`config.mk`:
```
export PLATFORM = sky130hd
export DESIGN_NAME = vmode_sched_flat
export DESIGN_NICKNAME = d
export VERILOG_FILES = /design/src/rtl/vmode_pkg.sv /design/src/rtl/vmode_sched_if.sv /design/src/rtl/vmode_check.sv /design/src/rtl/vmode_sched.sv /design/src/flat_wrapper.sv
export SDC_FILE = /design/constraint.sdc
export NUM_CORES = 1
export LEC_CHECK = 0
export CAP_MARGIN = 10
export CORE_MARGIN = 1
export CORE_UTILIZATION = 56
export DETAILED_ROUTE_END_ITERATION = 8
export PLACE_DENSITY_LB_ADDON = 0.05
export SKIP_LAST_GASP = 1
export SYNTH_ARGS = -nofsm -noshare
export SYNTH_HDL_FRONTEND = slang
export SYNTH_SLANG_ARGS = --single-unit
```
`constraint.sdc`:
```
create_clock -name clk -period 6.6 [get_ports clk]
set_input_delay 0.66 -clock clk [delete_from_list [all_inputs] [get_ports clk]]
set_output_delay 0.66 -clock clk [all_outputs]
set_load 0.02 [all_outputs]
```
`src/rtl/vmode_pkg.sv`:
```
// Shared definitions for the video-mode scheduler: register map, FSM states
// and the swap-hold counter width.
package vmode_pkg;

    localparam logic [3:0] ADDR_H_TOTAL   = 4'd0;
    localparam logic [3:0] ADDR_H_FP      = 4'd1;
    localparam logic [3:0] ADDR_H_BP      = 4'd2;
    localparam logic [3:0] ADDR_H_SYNC    = 4'd3;
    localparam logic [3:0] ADDR_HV_OFFSET = 4'd4;
    localparam logic [3:0] ADDR_V_TOTAL   = 4'd5;
    localparam logic [3:0] ADDR_V_FP      = 4'd6;
    localparam logic [3:0] ADDR_V_BP      = 4'd7;
    localparam logic [3:0] ADDR_V_SYNC    = 4'd8;

    typedef enum logic [1:0] {
        IDLE,
        CHECK,
        WAIT_EOF,
        HOLD
    } state_e;

    // Wide enough for any practical HOLD_CYC (up to 256).
    localparam int HOLD_CNT_W = 8;

endpackage

```
`src/rtl/vmode_sched_if.sv`:
```
// Host configuration bus of the video-mode scheduler: shadow register writes
// plus the commit request/acknowledge handshake.
interface vmode_sched_if;

    logic        cfg_we;
    logic [3:0]  cfg_addr;
    logic [15:0] cfg_wdata;
    logic        commit_req;
    logic        commit_ack;
    logic        err_out;
    logic        busy;

    modport master (
        output cfg_we, cfg_addr, cfg_wdata, commit_req,
        input  commit_ack, err_out, busy
    );

    modport slave (
        input  cfg_we, cfg_addr, cfg_wdata, commit_req,
        output commit_ack, err_out, busy
    );

endinterface

```
`src/rtl/vmode_check.sv`:
```
// Combinational validator for a raster timing set; sums are taken two bits
// wider than the fields so three maximal values can never wrap.
module vmode_check #(
    parameter int X_BITS = 12,
    parameter int Y_BITS = 12
) (
    input  logic [X_BITS-1:0] h_total,
    input  logic [X_BITS-1:0] h_fp,
    input  logic [X_BITS-1:0] h_bp,
    input  logic [X_BITS-1:0] h_sync,
    input  logic [X_BITS-1:0] hv_offset,
    input  logic [Y_BITS-1:0] v_total,
    input  logic [Y_BITS-1:0] v_fp,
    input  logic [Y_BITS-1:0] v_bp,
    input  logic [Y_BITS-1:0] v_sync,
    output logic              pass
);

    localparam int XW = X_BITS + 2;
    localparam int YW = Y_BITS + 2;

    logic [XW-1:0] h_sum;
    logic [YW-1:0] v_sum;

    always_comb begin
        h_sum = XW'(h_sync) + XW'(h_bp) + XW'(h_fp);
        v_sum = YW'(v_sync) + YW'(v_bp) + YW'(v_fp);
        pass  = (h_total >= X_BITS'(2))
             && (h_sum < XW'(h_total))
             && (hv_offset < h_total)
             && (v_total >= Y_BITS'(2))
             && (v_sum < YW'(v_total));
    end

endmodule

```
`src/rtl/vmode_sched.sv`:
```
// Video-mode scheduler: validates a host-written shadow timing set and swaps
// it into the sync generator only at a frame boundary, under generator reset.
module vmode_sched
    import vmode_pkg::*;
#(
    parameter int X_BITS   = 12,
    parameter int Y_BITS   = 12,
    parameter int HOLD_CYC = 4
) (
    input  logic              clk,
    input  logic              reset_n,
    vmode_sched_if.slave      host,
    input  logic [X_BITS-1:0] vg_h_count,
    input  logic [Y_BITS-1:0] vg_v_count,
    output logic              vg_reset,
    output logic [X_BITS-1:0] h_total,
    output logic [X_BITS-1:0] h_fp,
    output logic [X_BITS-1:0] h_bp,
    output logic [X_BITS-1:0] h_sync,
    output logic [X_BITS-1:0] hv_offset,
    output logic [Y_BITS-1:0] v_total,
    output logic [Y_BITS-1:0] v_fp,
    output logic [Y_BITS-1:0] v_bp,
    output logic [Y_BITS-1:0] v_sync
);

    typedef struct packed {
        logic [X_BITS-1:0] h_total;
        logic [X_BITS-1:0] h_fp;
        logic [X_BITS-1:0] h_bp;
        logic [X_BITS-1:0] h_sync;
        logic [X_BITS-1:0] hv_offset;
        logic [Y_BITS-1:0] v_total;
        logic [Y_BITS-1:0] v_fp;
        logic [Y_BITS-1:0] v_bp;
        logic [Y_BITS-1:0] v_sync;
    } timing_t;

    timing_t                 shadow_q,   shadow_d;
    timing_t                 active_q,   active_d;
    state_e                  state_q,    state_d;
    logic [HOLD_CNT_W-1:0]   hold_cnt_q, hold_cnt_d;
    logic                    armed_q,    armed_d;
    logic                    run_q,      run_d;
    logic                    ack_q,      ack_d;
    logic                    err_q,      err_d;
    logic                    busy_q,     busy_d;
    logic                    vg_reset_q, vg_reset_d;

    logic                    check_pass;
    logic                    at_eof;
    logic                    load_active;
    logic [X_BITS-1:0]       wdata_x;
    logic [Y_BITS-1:0]       wdata_y;

    vmode_check #(
        .X_BITS (X_BITS),
        .Y_BITS (Y_BITS)
    ) u_check (
        .h_total   (shadow_q.h_total),
        .h_fp      (shadow_q.h_fp),
        .h_bp      (shadow_q.h_bp),
        .h_sync    (shadow_q.h_sync),
        .hv_offset (shadow_q.hv_offset),
        .v_total   (shadow_q.v_total),
        .v_fp      (shadow_q.v_fp),
        .v_bp      (shadow_q.v_bp),
        .v_sync    (shadow_q.v_sync),
        .pass      (check_pass)
    );

    assign wdata_x = host.cfg_wdata[X_BITS-1:0];
    assign wdata_y = host.cfg_wdata[Y_BITS-1:0];

    // Last pixel of the frame as seen through the generator's registered counts.
    assign at_eof = (vg_h_count == active_q.h_total - X_BITS'(1))
                 && (vg_v_count == active_q.v_total - Y_BITS'(1));

    always_comb begin
        // NOTE: every signal written here gets a default first so no latch is inferred.
        shadow_d    = shadow_q;
        active_d    = active_q;
        state_d     = state_q;
        hold_cnt_d  = hold_cnt_q;
        armed_d     = armed_q;
        run_d       = run_q;
        ack_d       = 1'b0;
        err_d       = err_q;
        vg_reset_d  = vg_reset_q;
        load_active = 1'b0;

        if (host.cfg_we && (state_q == IDLE)) begin
            case (host.cfg_addr)
                ADDR_H_TOTAL:   shadow_d.h_total   = wdata_x;
                ADDR_H_FP:      shadow_d.h_fp      = wdata_x;
                ADDR_H_BP:      shadow_d.h_bp      = wdata_x;
                ADDR_H_SYNC:    shadow_d.h_sync    = wdata_x;
                ADDR_HV_OFFSET: shadow_d.hv_offset = wdata_x;
                ADDR_V_TOTAL:   shadow_d.v_total   = wdata_y;
                ADDR_V_FP:      shadow_d.v_fp      = wdata_y;
                ADDR_V_BP:      shadow_d.v_bp      = wdata_y;
                ADDR_V_SYNC:    shadow_d.v_sync    = wdata_y;
                default: ;
            endcase
        end

        case (state_q)
            IDLE: begin
                // One commit per request level: re-arm only once the level drops.
                if (!host.commit_req) begin
                    armed_d = 1'b1;
                end else if (armed_q) begin
                    armed_d = 1'b0;
                    state_d = CHECK;
                end
            end
            CHECK: begin
                if (!check_pass) begin
                    err_d   = 1'b1;
                    ack_d   = 1'b1;
                    state_d = IDLE;
                end else if (run_q) begin
                    state_d = WAIT_EOF;
                end else begin
                    load_active = 1'b1;
                end
            end
            WAIT_EOF: begin
                if (at_eof) begin
                    load_active = 1'b1;
                end
            end
            HOLD: begin
                if (hold_cnt_q == HOLD_CNT_W'(HOLD_CYC - 1)) begin
                    state_d    = IDLE;
                    vg_reset_d = 1'b0;
                    run_d      = 1'b1;
                    ack_d      = 1'b1;
                    err_d      = 1'b0;
                end else begin
                    hold_cnt_d = hold_cnt_q + HOLD_CNT_W'(1);
                end
            end
            default: state_d = IDLE;
        endcase

        if (load_active) begin
            state_d    = HOLD;
            active_d   = shadow_q;
            vg_reset_d = 1'b1;
            hold_cnt_d = '0;
        end

        busy_d = (state_d != IDLE);
    end

    always_ff @(posedge clk or negedge reset_n) begin
        if (!reset_n) begin
            // NOTE: shadow and active sets are ordinary registers with a defined reset, not a memory.
            shadow_q   <= '0;
            active_q   <= '0;
            state_q    <= IDLE;
            hold_cnt_q <= '0;
            armed_q    <= 1'b1;
            run_q      <= 1'b0;
            ack_q      <= 1'b0;
            err_q      <= 1'b0;
            busy_q     <= 1'b0;
            vg_reset_q <= 1'b1;
        end else begin
            // NOTE: non-blocking assignments so every flop samples pre-edge values.
            shadow_q   <= shadow_d;
            active_q   <= active_d;
            state_q    <= state_d;
            hold_cnt_q <= hold_cnt_d;
            armed_q    <= armed_d;
            run_q      <= run_d;
            ack_q      <= ack_d;
            err_q      <= err_d;
            busy_q     <= busy_d;
            vg_reset_q <= vg_reset_d;
        end
    end

    assign host.commit_ack = ack_q;
    assign host.err_out    = err_q;
    assign host.busy       = busy_q;
    assign vg_reset        = vg_reset_q;
    assign h_total         = active_q.h_total;
    assign h_fp            = active_q.h_fp;
    assign h_bp            = active_q.h_bp;
    assign h_sync          = active_q.h_sync;
    assign hv_offset       = active_q.hv_offset;
    assign v_total         = active_q.v_total;
    assign v_fp            = active_q.v_fp;
    assign v_bp            = active_q.v_bp;
    assign v_sync          = active_q.v_sync;

endmodule

```
`src/flat_wrapper.sv`:
```
// flat-port wrapper written by rule: the top's interface ports become plain ports
module vmode_sched_flat import vmode_pkg::*;
#(
    parameter int X_BITS   = 12,
    parameter int Y_BITS   = 12,
    parameter int HOLD_CYC = 4
)
  (clk, reset_n, vg_h_count, vg_v_count, vg_reset, h_total, h_fp, h_bp, h_sync, hv_offset, v_total, v_fp, v_bp, v_sync, host_cfg_we, host_cfg_addr, host_cfg_wdata, host_commit_req, host_commit_ack, host_err_out, host_busy);
  vmode_sched_if host_i ();
  input  logic clk;
  input  logic reset_n;
  input  logic [X_BITS-1:0] vg_h_count;
  input  logic [Y_BITS-1:0] vg_v_count;
  output logic vg_reset;
  output logic [X_BITS-1:0] h_total;
  output logic [X_BITS-1:0] h_fp;
  output logic [X_BITS-1:0] h_bp;
  output logic [X_BITS-1:0] h_sync;
  output logic [X_BITS-1:0] hv_offset;
  output logic [Y_BITS-1:0] v_total;
  output logic [Y_BITS-1:0] v_fp;
  output logic [Y_BITS-1:0] v_bp;
  output logic [Y_BITS-1:0] v_sync;
  input wire logic [$bits(host_i.cfg_we)-1:0] host_cfg_we;
  input wire logic [$bits(host_i.cfg_addr)-1:0] host_cfg_addr;
  input wire logic [$bits(host_i.cfg_wdata)-1:0] host_cfg_wdata;
  input wire logic [$bits(host_i.commit_req)-1:0] host_commit_req;
  output wire logic [$bits(host_i.commit_ack)-1:0] host_commit_ack;
  output wire logic [$bits(host_i.err_out)-1:0] host_err_out;
  output wire logic [$bits(host_i.busy)-1:0] host_busy;
  assign host_i.cfg_we = host_cfg_we;
  assign host_i.cfg_addr = host_cfg_addr;
  assign host_i.cfg_wdata = host_cfg_wdata;
  assign host_i.commit_req = host_commit_req;
  assign host_commit_ack = host_i.commit_ack;
  assign host_err_out = host_i.err_out;
  assign host_busy = host_i.busy;
  vmode_sched #(.X_BITS(X_BITS), .Y_BITS(Y_BITS), .HOLD_CYC(HOLD_CYC)) u_core (.clk(clk), .reset_n(reset_n), .host(host_i), .vg_h_count(vg_h_count), .vg_v_count(vg_v_count), .vg_reset(vg_reset), .h_total(h_total), .h_fp(h_fp), .h_bp(h_bp), .h_sync(h_sync), .hv_offset(hv_offset), .v_total(v_total), .v_fp(v_fp), .v_bp(v_bp), .v_sync(v_sync));
endmodule
```
==> results.yml <==
status:
  status: "finished, final reports clean"
drt:
  routed_via_density: 5.76
  num_vias: 8529
  ant_nets: 0
  totalWireLength_um: 28900
  first_iter_violations: 403
  routedWlPerCell_um: 19.5
  total_iterations_of_the_first_detailed_routing_run: 5
  detail_route.drc_violations: 0
floorplanning:
  design.portCount: 160
  floorplan.die_area_um2: 22600
  die_h_um: 150
  starting_utilization_of_the_core_area_pct: 57.9
  dieWidth_um: 150
  row_count: 53
  design.core.area_um2: 21300
power_and_ir_drop:
  power.static_leakage_nw: 7.02
  worst_ir_drop_vdd_mv: 0.279
  power.density_cell_area_nw_per_um2: 484
logic_synthesis:
  synth-simple-area-share_pct: 8.81
  synth-edff-count: 0
  syn_area_um2: 12300
  synthTopCellsByCount: "dfrtp_1 (230), mux2_2 (181), ha_1 (77), nand2_1 (51), inv_1 (50)"
  gate_count_after_technology_mapping: 1025
  post_synth_fa_ha_maj_area_fraction_pct: 10.2
  ys_top_cells_by_area: "dfrtp_1 (47%), mux2_2 (17%), ha_1 (7.8%)"
  synth_top_flop_cell: "dfrtp_1"
  synth_cell_type_count: 68
  ys_seq_area_share_pct: 47.1
  synth.ff_latch_count: 232
  main_combinational_cell_family_by_area_after_synthesis: "multiplexers"
  yosysTopAreaCell: "dfrtp_1"
  synth.top_cell.area_share_pct: 46.7
  synth_compound_gate_area_share_pct: 7.86
  synth.area.mux_share_pct: 18.6
  synthArstFlopShare_pct: 100
  synth_xor_xnor_area_share_pct: 4.83
  synth.yosys.warnings: 0
  avgSynthCellArea_um2: 12.0
  yosys.cell_count.top_type: "dfrtp_1"
  synthesis.nets: 1165
sta:
  fin_skew_ns: 0.0239
  fin_crit_sh_pct: 92.1
  slew-limit-headroom_pct: 35.5
  report.final.setup_viol: 0
  worst_slew_pin_slew_ns: 0.955
  rsz0062_at_grt: "no"
  totalNegativeSetupSlack_ns: 0
  timing.final.hold_violations: 0
  timing.fmax_mhz: 165
  final_ws_setup_ns: 0.524
  number_of_pins_exceeding_their_max_slew_limit_in_the_final_report: 0
  post-route-min-period_ns: 6.08
finish:
  utilization_pct: 71.2
  stdcell_count: 1482
  areaGrowthSynthToFinish_pct: 22.9
  fillCellCount: 1533
  final_net_count: 1328
  antennaDiodeCount: 0
  post_route_cells_drive_above_1_share_pct: 20.0
place:
  numPlacedInstances: 1435
  dpl_worst_slack_ns: 0.587
  hpwl_um: 20400
  globalplace.congestion: 0.893
  io_buffer_count: 155
setup_path:
  crit_type: "flip-flop to flip-flop"
  cp_data_required_time_ns: 7.01
  critPathMaxFanout: 39
  critical_path.endpoint_type: "flip-flop"
  critPathMaxStageDelay_ns: 0.50
  path_cells: "ha_1, a21o_1, a21oi_1, o21bai_1, a221o_1, a21o_1, a21oi_1, xnor2_1, ha_1, nand4_1, o221ai_1, a21oi_1, xnor2_1, ha_1, or4_1, a31oi_1, nand4_1, nor4_1, o211ai_1, o32ai_4, buf_4, mux2_2"
  start_kind: "flip-flop"
  arrival_time_of_the_worst_setup_path_ns: 6.48
  cpMaxStageDelayCell: "or4_1"
global_route:
  global_route.overflow_total: 0
  grt_pass1_vias: 8394
  grt_max_degree: 131
  grt_first_pass_wirelength_um: 45700
  number_of_antenna_violations_at_the_first_check_in_global_routing: 0
  grt_use_total_pct: 26.3
cts:
  cts_inserted_buffers: 26
  cts_hold_buffers: 0
  tritoncts: "done"
  clock_tree.buffer_depth: 3
  clk_pin_slew_worst_paths_ns: 0.06
  cts.repair_timing.setup_buffer_count: 0
  clockRootBuffer: "clkbuf_16"
  count_of_clock_tree_sinks: 232
  worstSkewPairLatency_ns: 0.54
  cts-resized-gates: 0
  htreeDepth: 1
flow_run:
  maxCapViolations: 0
worst_hold_path:
  hold_path_class: "input port to asynchronous set/reset pin"
==> area by class of cell <==
| type | count | area [um2] | area share, % |
|---|---|---|---|
| timing repair buffer | 162 | 1630 | 10.8 |
| clock inverter | 10 | 195 | 1.29 |
| clock buffer | 37 | 762 | 5.03 |
| tap | 275 | 344 | 2.27 |
| multi-input combinational | 716 | 6230 | 41.1 |
| inverter | 50 | 188 | 1.24 |
| sequential | 232 | 5810 | 38.3 |
==> report_power, final <==
group	internal (W)	total, W	switching (W)
registers	0.00172	0.00202	0.000294
clock network	0.000998	0.00158	0.000580
logic	0.00171	0.00374	0.00203
total	0.00443	0.00734	0.00291
==> metrics by stage <==
step | total power (W) | hold WS, ns | area, um2
CTS | 0.00737 | 0.191 | 15200
floorplan | 0.00475 | 0.364 | 12300
finish | 0.00734 | 0.114 | 15200
detailed placement | 0.00573 | 0.474 | 14200
global placement | 0.00561 | 0.458 | 14200
global route | 0.00794 | 0.207 | 15200
==> cells by family after synthesis <==
group           count (synthesis)
compound gates                148
xor+xnor                       68
fa+ha+maj                      92
buf+inv                        77
flops                         232
mux                           204
simple gates                  204
==> flip-flops by register name, indices dropped and copies added, names as in the netlist <==
name and count:
u_core.run_q 1, u_core.host.err_out 1, u_core.v_fp 12, u_core.hold_cnt_q 8, u_core.vg_reset 1, u_core.host.commit_ack 1
u_core.h_total 12, u_core.v_bp 12, u_core.v_sync 12, u_core.v_total 12, u_core.shadow_q 108, u_core.h_bp 12
u_core.armed_q 1, u_core.host.busy 1, u_core.state_q 2, u_core.hv_offset 12, u_core.h_fp 12, u_core.h_sync 12
==> layout by cell type, fill, tap and decap left out, types with 6 or more instances in the layout <==
master	instances
xor2_1	22
nand2b_1	10
dfrtp_1	230
mux2_2	181
mux2_1	19
inv_1	50
fa_1	15
o211ai_1	6
or3_1	6
xnor2_1	46
ha_1	77
nand3_1	21
o21bai_1	6
nor2_1	36
nand2_1	51
nor3_1	13
nand4_1	10
a21o_1	11
o21ai_0	36
a21oi_1	37
o21a_1	7
clkbuf_16	26
a211oi_1	6
clkbuf_8	7
clkdlybuf4s50_1	154
nor4_1	13
==> critical path: cells and delay by family (launching register included) <==
kind            cells  cell delay [ns]
compound gates     11             2.48
simple gates        4             1.10
fa+ha+maj           3             0.82
buf+inv             1             0.47
flops               1             0.40
mux                 1             0.40
xor+xnor            2             0.25
==> layer usage <==
| metal | up-vias | part of all wire [%] | global-route usage, % |
|---|---|---|---|
| li1 | 4052 | - | - |
| met1 | 4198 | 47 | 38.4 |
| met2 | 232 | 46 | 41.4 |
| met3 | 47 | 4.6 | 3.48 |
| met4 | 0 | 2.4 | 7.17 |
| met5 | - | 0 | 0 |
==> final timing paths <==
check | startpoint | to | cells past startpoint | slack [ns]
min in group clk | u_core.v_sync[4] | u_core.v_sync[4] | 1 | 0.48
setup / recovery | u_core.shadow_q[61] | u_core.hv_offset[4] | 22 | 0.52
max in group asynchronous | reset_n | u_core.h_sync[8] | 2 | 5.33
setup reg to reg | u_core.shadow_q[61] | u_core.hv_offset[4] | 22 | 0.52
hold reg to reg | u_core.v_sync[4] | u_core.v_sync[4] | 1 | 0.48
hold / removal | reset_n | u_core.hold_cnt_q[4] | 1 | 0.11
No activity file was read; power rests on OpenSTA's default activity.
